<file path="src/rtl/tb_regs_pkg.sv">
// Shared definitions for the load/shadow register family: lane sizing and q-path select codes.
package tb_regs_pkg;

    localparam int unsigned BYTE_W = 8;

    function automatic int unsigned nbyte_f(input int unsigned width);
        return width / BYTE_W;
    endfunction

    // q-path select, listed in descending priority.
    typedef enum logic [2:0] {
        SEL_CLR,
        SEL_COMMIT,
        SEL_LOAD,
        SEL_CNT,
        SEL_HOLD
    } q_sel_e;

endpackage

</file>
<file path="src/rtl/load_reg_bank_if.sv">
// Command/status bundle between the output-port decode (master) and load_reg_bank (slave).
interface load_reg_bank_if
    import tb_regs_pkg::*;
#(
    parameter int unsigned WIDTH = 16
);
    localparam int unsigned NBYTE = nbyte_f(WIDTH);

    logic             clr;
    logic             load;
    logic             stage;
    logic             commit;
    logic [NBYTE-1:0] be;
    logic [WIDTH-1:0] d;
    logic             inc;
    logic             dec;
    logic [WIDTH-1:0] q;
    logic [WIDTH-1:0] q_shadow;
    logic             pend;
    logic             ovf;
    logic             unf;

    modport master (
        output clr, load, stage, commit, be, d, inc, dec,
        input  q, q_shadow, pend, ovf, unf
    );

    modport slave (
        input  clr, load, stage, commit, be, d, inc, dec,
        output q, q_shadow, pend, ovf, unf
    );

endinterface

</file>
<file path="src/rtl/load_reg_bank_be_merge.sv">
// Byte-lane merge: lanes with be set take new_i, the rest keep old_i.
module be_merge
    import tb_regs_pkg::*;
#(
    parameter int unsigned WIDTH = 16,
    parameter int unsigned NBYTE = nbyte_f(WIDTH)
) (
    input  logic [WIDTH-1:0] old_i,
    input  logic [WIDTH-1:0] new_i,
    input  logic [NBYTE-1:0] be_i,
    output logic [WIDTH-1:0] merged_o
);

    always_comb begin
        merged_o = old_i;
        for (int i = 0; i < NBYTE; i++) begin
            if (be_i[i]) merged_o[i*BYTE_W +: BYTE_W] = new_i[i*BYTE_W +: BYTE_W];
        end
    end

endmodule

</file>
<file path="src/rtl/load_reg_bank.sv">
// Live register with byte-enabled load, wrap-flagged up/down count, and a staged shadow that
// commits atomically into the live register.
module load_reg_bank
    import tb_regs_pkg::*;
#(
    parameter int unsigned    WIDTH     = 16,
    parameter logic [WIDTH-1:0] RESET_VAL = '0
) (
    input  logic           clk_i,
    input  logic           rst_ni,
    load_reg_bank_if.slave bus
);

    localparam int unsigned NBYTE = nbyte_f(WIDTH);

    logic [WIDTH-1:0] q_q, q_d;
    logic [WIDTH-1:0] sh_q, sh_d;
    logic             pend_q, pend_d;
    logic             ovf_q, ovf_d;
    logic             unf_q, unf_d;

    logic [WIDTH-1:0] stage_merged;
    logic [WIDTH-1:0] load_merged;
    logic [WIDTH-1:0] shadow_fwd;
    q_sel_e           sel;

    be_merge #(.WIDTH(WIDTH), .NBYTE(NBYTE)) u_stage_merge (
        .old_i    (sh_q),
        .new_i    (bus.d),
        .be_i     (bus.be),
        .merged_o (stage_merged)
    );

    be_merge #(.WIDTH(WIDTH), .NBYTE(NBYTE)) u_load_merge (
        .old_i    (q_q),
        .new_i    (bus.d),
        .be_i     (bus.be),
        .merged_o (load_merged)
    );

    // Same-cycle stage+commit forwards the freshly merged data into q.
    assign shadow_fwd = bus.stage ? stage_merged : sh_q;

    always_comb begin
        sel = SEL_HOLD;
        if (bus.clr)                  sel = SEL_CLR;
        else if (bus.commit)          sel = SEL_COMMIT;
        else if (bus.load)            sel = SEL_LOAD;
        else if (bus.inc ^ bus.dec)   sel = SEL_CNT;
    end

    always_comb begin
        q_d   = q_q;
        ovf_d = 1'b0;
        unf_d = 1'b0;
        unique case (sel)
            SEL_CLR:    q_d = RESET_VAL;
            SEL_COMMIT: q_d = shadow_fwd;
            SEL_LOAD:   q_d = load_merged;
            SEL_CNT: begin
                if (bus.inc) begin
                    q_d   = q_q + WIDTH'(1);
                    ovf_d = (q_q == '1);
                end else begin
                    q_d   = q_q - WIDTH'(1);
                    unf_d = (q_q == '0);
                end
            end
            default:    q_d = q_q;
        endcase

        sh_d = bus.clr ? RESET_VAL : shadow_fwd;

        pend_d = pend_q;
        if (bus.clr || bus.commit) pend_d = 1'b0;
        else if (bus.stage)        pend_d = 1'b1;
    end

    always_ff @(posedge clk_i or negedge rst_ni) begin
        if (!rst_ni) begin
            q_q    <= RESET_VAL;
            sh_q   <= RESET_VAL;
            pend_q <= 1'b0;
            ovf_q  <= 1'b0;
            unf_q  <= 1'b0;
        end else begin
            q_q    <= q_d;
            sh_q   <= sh_d;
            pend_q <= pend_d;
            ovf_q  <= ovf_d;
            unf_q  <= unf_d;
        end
    end

    assign bus.q        = q_q;
    assign bus.q_shadow = sh_q;
    assign bus.pend     = pend_q;
    assign bus.ovf      = ovf_q;
    assign bus.unf      = unf_q;

endmodule

</file>
<file path="src/flat_wrapper.sv">
// flat-port wrapper written by rule: the top's interface ports become plain ports
module load_reg_bank_flat import tb_regs_pkg::*;
#(
    parameter int unsigned    WIDTH     = 16,
    parameter logic [WIDTH-1:0] RESET_VAL = '0
)
  (clk_i, rst_ni, bus_clr, bus_load, bus_stage, bus_commit, bus_be, bus_d, bus_inc, bus_dec, bus_q, bus_q_shadow, bus_pend, bus_ovf, bus_unf);
  load_reg_bank_if #(.WIDTH(WIDTH)) bus_i ();
  input  logic clk_i;
  input  logic rst_ni;
  input wire logic [$bits(bus_i.clr)-1:0] bus_clr;
  input wire logic [$bits(bus_i.load)-1:0] bus_load;
  input wire logic [$bits(bus_i.stage)-1:0] bus_stage;
  input wire logic [$bits(bus_i.commit)-1:0] bus_commit;
  input wire logic [$bits(bus_i.be)-1:0] bus_be;
  input wire logic [$bits(bus_i.d)-1:0] bus_d;
  input wire logic [$bits(bus_i.inc)-1:0] bus_inc;
  input wire logic [$bits(bus_i.dec)-1:0] bus_dec;
  output wire logic [$bits(bus_i.q)-1:0] bus_q;
  output wire logic [$bits(bus_i.q_shadow)-1:0] bus_q_shadow;
  output wire logic [$bits(bus_i.pend)-1:0] bus_pend;
  output wire logic [$bits(bus_i.ovf)-1:0] bus_ovf;
  output wire logic [$bits(bus_i.unf)-1:0] bus_unf;
  assign bus_i.clr = bus_clr;
  assign bus_i.load = bus_load;
  assign bus_i.stage = bus_stage;
  assign bus_i.commit = bus_commit;
  assign bus_i.be = bus_be;
  assign bus_i.d = bus_d;
  assign bus_i.inc = bus_inc;
  assign bus_i.dec = bus_dec;
  assign bus_q = bus_i.q;
  assign bus_q_shadow = bus_i.q_shadow;
  assign bus_pend = bus_i.pend;
  assign bus_ovf = bus_i.ovf;
  assign bus_unf = bus_i.unf;
  load_reg_bank #(.WIDTH(WIDTH), .RESET_VAL(RESET_VAL)) u_core (.clk_i(clk_i), .rst_ni(rst_ni), .bus(bus_i));
endmodule
</file>
<file path="config.mk">
export PLATFORM = sky130hd
export DESIGN_NAME = load_reg_bank_flat
export DESIGN_NICKNAME = d
export VERILOG_FILES = /design/src/rtl/tb_regs_pkg.sv /design/src/rtl/load_reg_bank_if.sv /design/src/rtl/load_reg_bank_be_merge.sv /design/src/rtl/load_reg_bank.sv /design/src/flat_wrapper.sv
export SDC_FILE = /design/constraint.sdc
export NUM_CORES = 1
export LEC_CHECK = 0
export BUFFER_PORTS_ARGS = -buffer_cell sky130_fd_sc_hd__buf_2
export CELL_PAD_IN_SITES_DETAIL_PLACEMENT = 0
export CELL_PAD_IN_SITES_GLOBAL_PLACEMENT = 1
export CORE_ASPECT_RATIO = 2
export CORE_UTILIZATION = 40
export DETAILED_ROUTE_END_ITERATION = 8
export GPL_ROUTABILITY_DRIVEN = 0
export PLACE_DENSITY_LB_ADDON = 0.1
export RECOVER_POWER = 50
export SLEW_MARGIN = 10
export SYNTH_ARGS = -nofsm -noshare
export SYNTH_HDL_FRONTEND = slang
export SYNTH_SLANG_ARGS = --single-unit
export TNS_END_PERCENT = 30
</file>
<file path="constraint.sdc">
create_clock -name clk_i -period 5.2 [get_ports clk_i]
set_input_delay 1.04 -clock clk_i [delete_from_list [all_inputs] [get_ports clk_i]]
set_output_delay 1.04 -clock clk_i [all_outputs]
set_load 0.1 [all_outputs]
</file>
[Word-level counts from Yosys, hierarchy flattened]
Cells that the tools add are included.
Storage, ports and cells
  flip-flop bits (word level): 35
  bits of input ports: 26
  output and inout bits: 35
  word-level logic and storage cells: 40
Cells by class
  add/sub/neg operators: 2
  equality and inequality tests: 6
  multiplexer cells: 18
  bitwise operators: 1
  reduce and logical (&&, ||, !) cells: 7
Operator list (number)
  16-bit one-hot mux with 4 select lines: 1
  16-bit two-way mux: 3
  8-bit two-way mux: 4
  16-bit by 1-bit adder with 16-bit output, second input constant: 1
  16-bit equality test, second input constant: 1
  16-bit logical NOT: 1
  16-bit by 1-bit subtractor with 16-bit output, second input constant: 1
  3-bit two-way mux: 4
  3-bit by 2-bit equality test with 1-bit output, second input constant: 2
  1-bit two-way mux: 6
  2-bit != test, second input constant: 2
  2-bit AND reduction: 2
  4-bit nonzero test: 1
  3-bit by 1-bit equality test with 1-bit output, second input constant: 1
  3-bit logical NOT: 1
  2-bit nonzero test: 1
  1-bit logical OR: 1
  1-bit XOR: 1

[Depth between registers and ports, before layout]
  depth in word-level cells: 8
  depth in mapped cells: 9
  depth with buffers taken out: 9

[Cells and area by module]
A second synthesis with hierarchy kept.
Second synthesis, totals
  cells, all modules: 291
  area, all modules: 2961.6 um^2
Modules (own cells, without submodules)
  load_reg_bank: instances 1, cells each 255, area each 2436.1 um^2
  be_merge: instances 2, cells each 18, area each 262.8 um^2

[Least setup slack after synthesis]
Ideal clock, no wire load.
  path type: input to register
  from: input bus_inc
  to: register u_core.q_q[15], in the netlist u_core.bus.q[15]
  arrival: 2.988 ns
  data required time: 5.074 ns
  slack: 2.086 ns
  stages: 9
  cell sequence: inv_1 -> ha_1 -> a21oi_2 -> o2111ai_2 -> or2_1 -> a221oi_2 -> xnor2_1 -> mux2i_1 -> a221o_1
Between the ends
  word-level cells in the longest chain between the ends: 8
  elaborated cells on any way between the ends: 14
  those cells by class: eq/ne: 4; mux: 6; bitwise: 1; reduce/logical: 3
RTL lines
  from (decl): RTL line flat_wrapper.sv:17  | input wire logic [$bits(bus_i.inc)-1:0] bus_inc;
  1-bit XOR: RTL line load_reg_bank.sv:49  | else if (bus.inc ^ bus.dec) sel = SEL_CNT;
  3-bit two-way mux: RTL line load_reg_bank.sv:49
  3-bit two-way mux: RTL line load_reg_bank.sv:48  | else if (bus.load) sel = SEL_LOAD;
  3-bit two-way mux: RTL line load_reg_bank.sv:47  | else if (bus.commit) sel = SEL_COMMIT;
  3-bit two-way mux: RTL line load_reg_bank.sv:46  | if (bus.clr) sel = SEL_CLR;
  3-bit by 2-bit equality test with 1-bit output (tied with other cells): RTL line load_reg_bank.sv:56  | unique case (sel)
  2-bit != test (no line) / 4-bit nonzero test (equally long branches)
  2-bit AND reduction (no line)
  to (signal assigned): RTL line load_reg_bank.sv:87  | q_q <= q_d;
  to (decl): RTL line load_reg_bank.sv:16  | logic [WIDTH-1:0] q_q, q_d;
Parallel ways exist; a longest one is shown, timed or not.
A chain may end at the register's enable or synchronous reset.

[Worst setup path after layout]
Same ends and word-level chain as after synthesis.

==> flow_metrics.py <==
metrics = {
    "status": {
        "status": "finished, violations left",
        "violations": "design-rule violations, max-capacitance violations, max-slew violations",
    },
    "setup_path": {
        "critPathKind": "input pin to flop",
        "arrival_ns": 3.42,
        "cp_slowest_stage_delay_ns": 0.39,
        "cp-start-kind": "input pin",
        "worst_path_max_delay_cell": "inv_1",
        "cp_cell_sequence": "buf_2 > inv_1 > ha_1 > a21oi_2 > o2111ai_2 > or2_1 > a221oi_2 > xnor2_1 > mux2i_1 > a221o_1",
        "path_delay_family": "compound AO/OA/AOI/OAI gates",
        "path_buf_inv": 2,
        "critical_path_required_ns": 5.36,
        "crit_path_max_fanout": 15,
        "cp-end-kind": "flop",
    },
    "timing": {
        "period_share": 0.627,
        "fin_crit_ns": 3.26,
        "fin_setup_tns_ns": 0,
        "clock.fmax_mhz": 307,
        "final-max-slew-violation-count": 36,
        "relSlewSlack": -0.275,
        "setup_violations": 0,
        "whs_ns": 0.530,
        "rsz0062_at_grt": "no",
        "worst_slew_pin_slew_ns": 1.91,
        "finalClockSkew_ns": 0.00244,
        "finalHoldViolCount": 0,
    },
    "synth": {
        "netlist_area_um2": 2470,
        "synth_commonest_cells": "35 x dfrtp_1, 29 x nor2_1, 27 x nand2_1, 21 x mux2i_1, 16 x a21oi_1",
        "synth_top_family_by_area": "compound AO/OA/AOI/OAI gates",
        "synth_enable_flop_cells": 0,
        "seq_area_frac_synth": 0.354,
        "synth-adder-area-share": 0.0790,
        "ys_warn_count": 0,
        "synth_cell_type_count": 47,
        "synth_xor_area_frac": 0.0390,
        "syn_inst": 276,
        "synth_top_area_cell": "dfrtp_1",
        "synth_mux_area_frac": 0.0896,
        "syn_nets": 317,
        "avgSynthCellArea_um2": 8.95,
        "synth_compound_area_frac": 0.214,
        "yosys_register_bits": 35,
        "ys_async_sr_fraction": 1.00,
        "synth_top_flop_cell": "dfrtp_1",
        "yosysTopAreaCellShare": 0.354,
        "yosys.area_share.simple": 0.194,
        "synthTopCellsByArea": "dfrtp_1 35%, mux2i_1 8.5%, ha_1 7.1%",
        "synth.most_common_cell": "dfrtp_1",
    },
    "clocking": {
        "cts_tree": "built",
        "cts.path.max_buffers": 2,
        "clkTransAtPathRegs_ns": 0.05,
        "clock_latency_ns": 0.28,
        "postCtsSetupBuffers": 0,
        "numCtsBuffers": 5,
        "cts_resized": 0,
        "ctsHoldBuffers": 0,
        "cts-htree-levels": 2,
        "clock-root-buffer": "clkbuf_16",
        "clock_sinks": 35,
    },
    "global_routing": {
        "antenna_found_initial": 0,
        "grt_pass1_wl_mm": 11.5,
        "grt_pass1_vias": 2297,
        "grt_use_total": 0.232,
        "grt_start_max_net_pins": 36,
        "gr-total-overflow": 0,
    },
    "route": {
        "avgViaCountPerCell": 5.77,
        "drc_errors": 7,
        "first_pass_iters": 6,
        "postRouteWirelength_mm": 7.09,
        "vias": 2296,
        "detail-route-antenna-nets": 0,
        "first_iter_violations": 133,
        "wire_per_inst_um": 17.8,
    },
    "floorplanning": {
        "core_area_um2": 5960,
        "start_util": 0.415,
        "die_w_um": 57.6,
        "die_h_um": 113,
        "fp-row-count": 40,
        "num_io_pins": 61,
        "dieArea_um2": 6510,
    },
    "power_and_ir_drop": {
        "max-vdd-ir-drop_uv": 122,
        "p_total_uw": 928,
        "power.density_nw_per_um2": 314,
        "cellLeakagePower_nw": 1.52,
    },
    "final_layout": {
        "final_cells": 398,
        "post-route-util": 0.496,
        "syn_to_final_growth_pct": 19.5,
        "drive_above_1_share": 0.218,
        "n_fill_cell": 606,
        "nets": 375,
        "num_antenna_cells": 0,
    },
    "run": {
        "timing.max_cap.violations": 1,
    },
    "placement": {
        "place_inst": 390,
        "detailed_place_hpwl_mm": 5.49,
        "port_buffers": 60,
    },
    "hold_path": {
        "hold_path.class": "flop to flop",
    },
}
-- power breakdown --
group,internal (mW),switching (mW)
logic,0.0906,0.244
registers,0.289,0.0207
clock network,0.177,0.108
-- layout make-up --
cell class,count,area (um2),share of cell area
tap,63,78.8,0.0267
clock buffer,7,133,0.0449
sequential,35,876,0.296
clock inverter,1,5.00,0.00169
timing repair buffer,61,305,0.103
inverter,9,33.8,0.0114
multi-input combinational,222,1520,0.515
-- cell usage in the layout (no fill, tap or decap), drive strengths merged, types with 2 or more instances in the layout --
master	Yosys	layout
o22ai	4	4
o21a	3	3
nand2b	3	3
xor2	4	4
dfrtp	35	35
a221oi	6	6
xnor2	7	7
o211ai	3	3
a21o	7	7
nor2b	3	3
a2bb2oi	7	7
ha	14	14
a21oi	17	17
inv	9	9
a31oi	2	2
nand4	7	7
buf	2	59
clkbuf	8	9
o221ai	4	4
nor3b	2	2
o21bai	5	5
nor3	8	8
and2	2	2
o21ai	12	12
nand3	9	9
nor4	6	6
nand2	27	27
nor2	29	29
mux2i	21	21
-- cells by family (layout without fill, tap and decap cells) --
kind of cell    count (synthesis)  count (layout)
simple gates                   99              99
compound gates                 75              75
flops                          35              35
mux                            22              22
buf+inv                        19              78
fa+ha+maj                      15              15
xor+xnor                       11              11
-- routing by layer --
metal  wire (um)  GRT usage
met5           0          0
met4         148     0.0992
met3         232     0.0263
met2        3800      0.413
met1        2910      0.271
-- stage by stage --
| step | setup slack [ns] | cell area, um2 |
|---|---|---|
| floorplan | 2.09 | 2470 |
| global placement | 1.73 | 2820 |
| detailed placement | 1.67 | 2820 |
| CTS | 1.95 | 2960 |
| global route | 1.72 | 2950 |
| finish | 1.94 | 2950 |
-- state kept, by name (all words and copies together) (netlist names) --
signal	cells
u_core.bus.unf	1
u_core.bus.pend	1
u_core.bus.q_shadow	16
u_core.bus.ovf	1
u_core.bus.q	16
-- path summary, 6_finish.rpt --
kind,start,slack [ns],depth (start not counted),end
hold / removal,u_core.bus.q_shadow[14],0.53,2,u_core.bus.q_shadow[14]
max in group asynchronous,rst_ni,2.81,1,u_core.bus.q_shadow[12]
setup / recovery,bus_inc,1.94,10,u_core.bus.q[15]
hold reg to reg,u_core.bus.q_shadow[14],0.53,2,u_core.bus.q_shadow[14]
min in group asynchronous,rst_ni,1.28,1,u_core.bus.q_shadow[4]
setup reg to reg,u_core.bus.q[0],2.63,9,u_core.bus.q[12]
-- worst reg2reg max path, stage by stage (launching register included) --
cell	delay, ns
dfrtp_1	0.42
inv_1	0.13
fa_1	0.50
nor2b_1	0.14
o21a_1	0.14
o21ai_1	0.10
a221oi_1	0.57
a31oi_1	0.20
xor2_1	0.17
o21ai_1	0.07
Note: power is estimated with default switching activity, not from simulation.
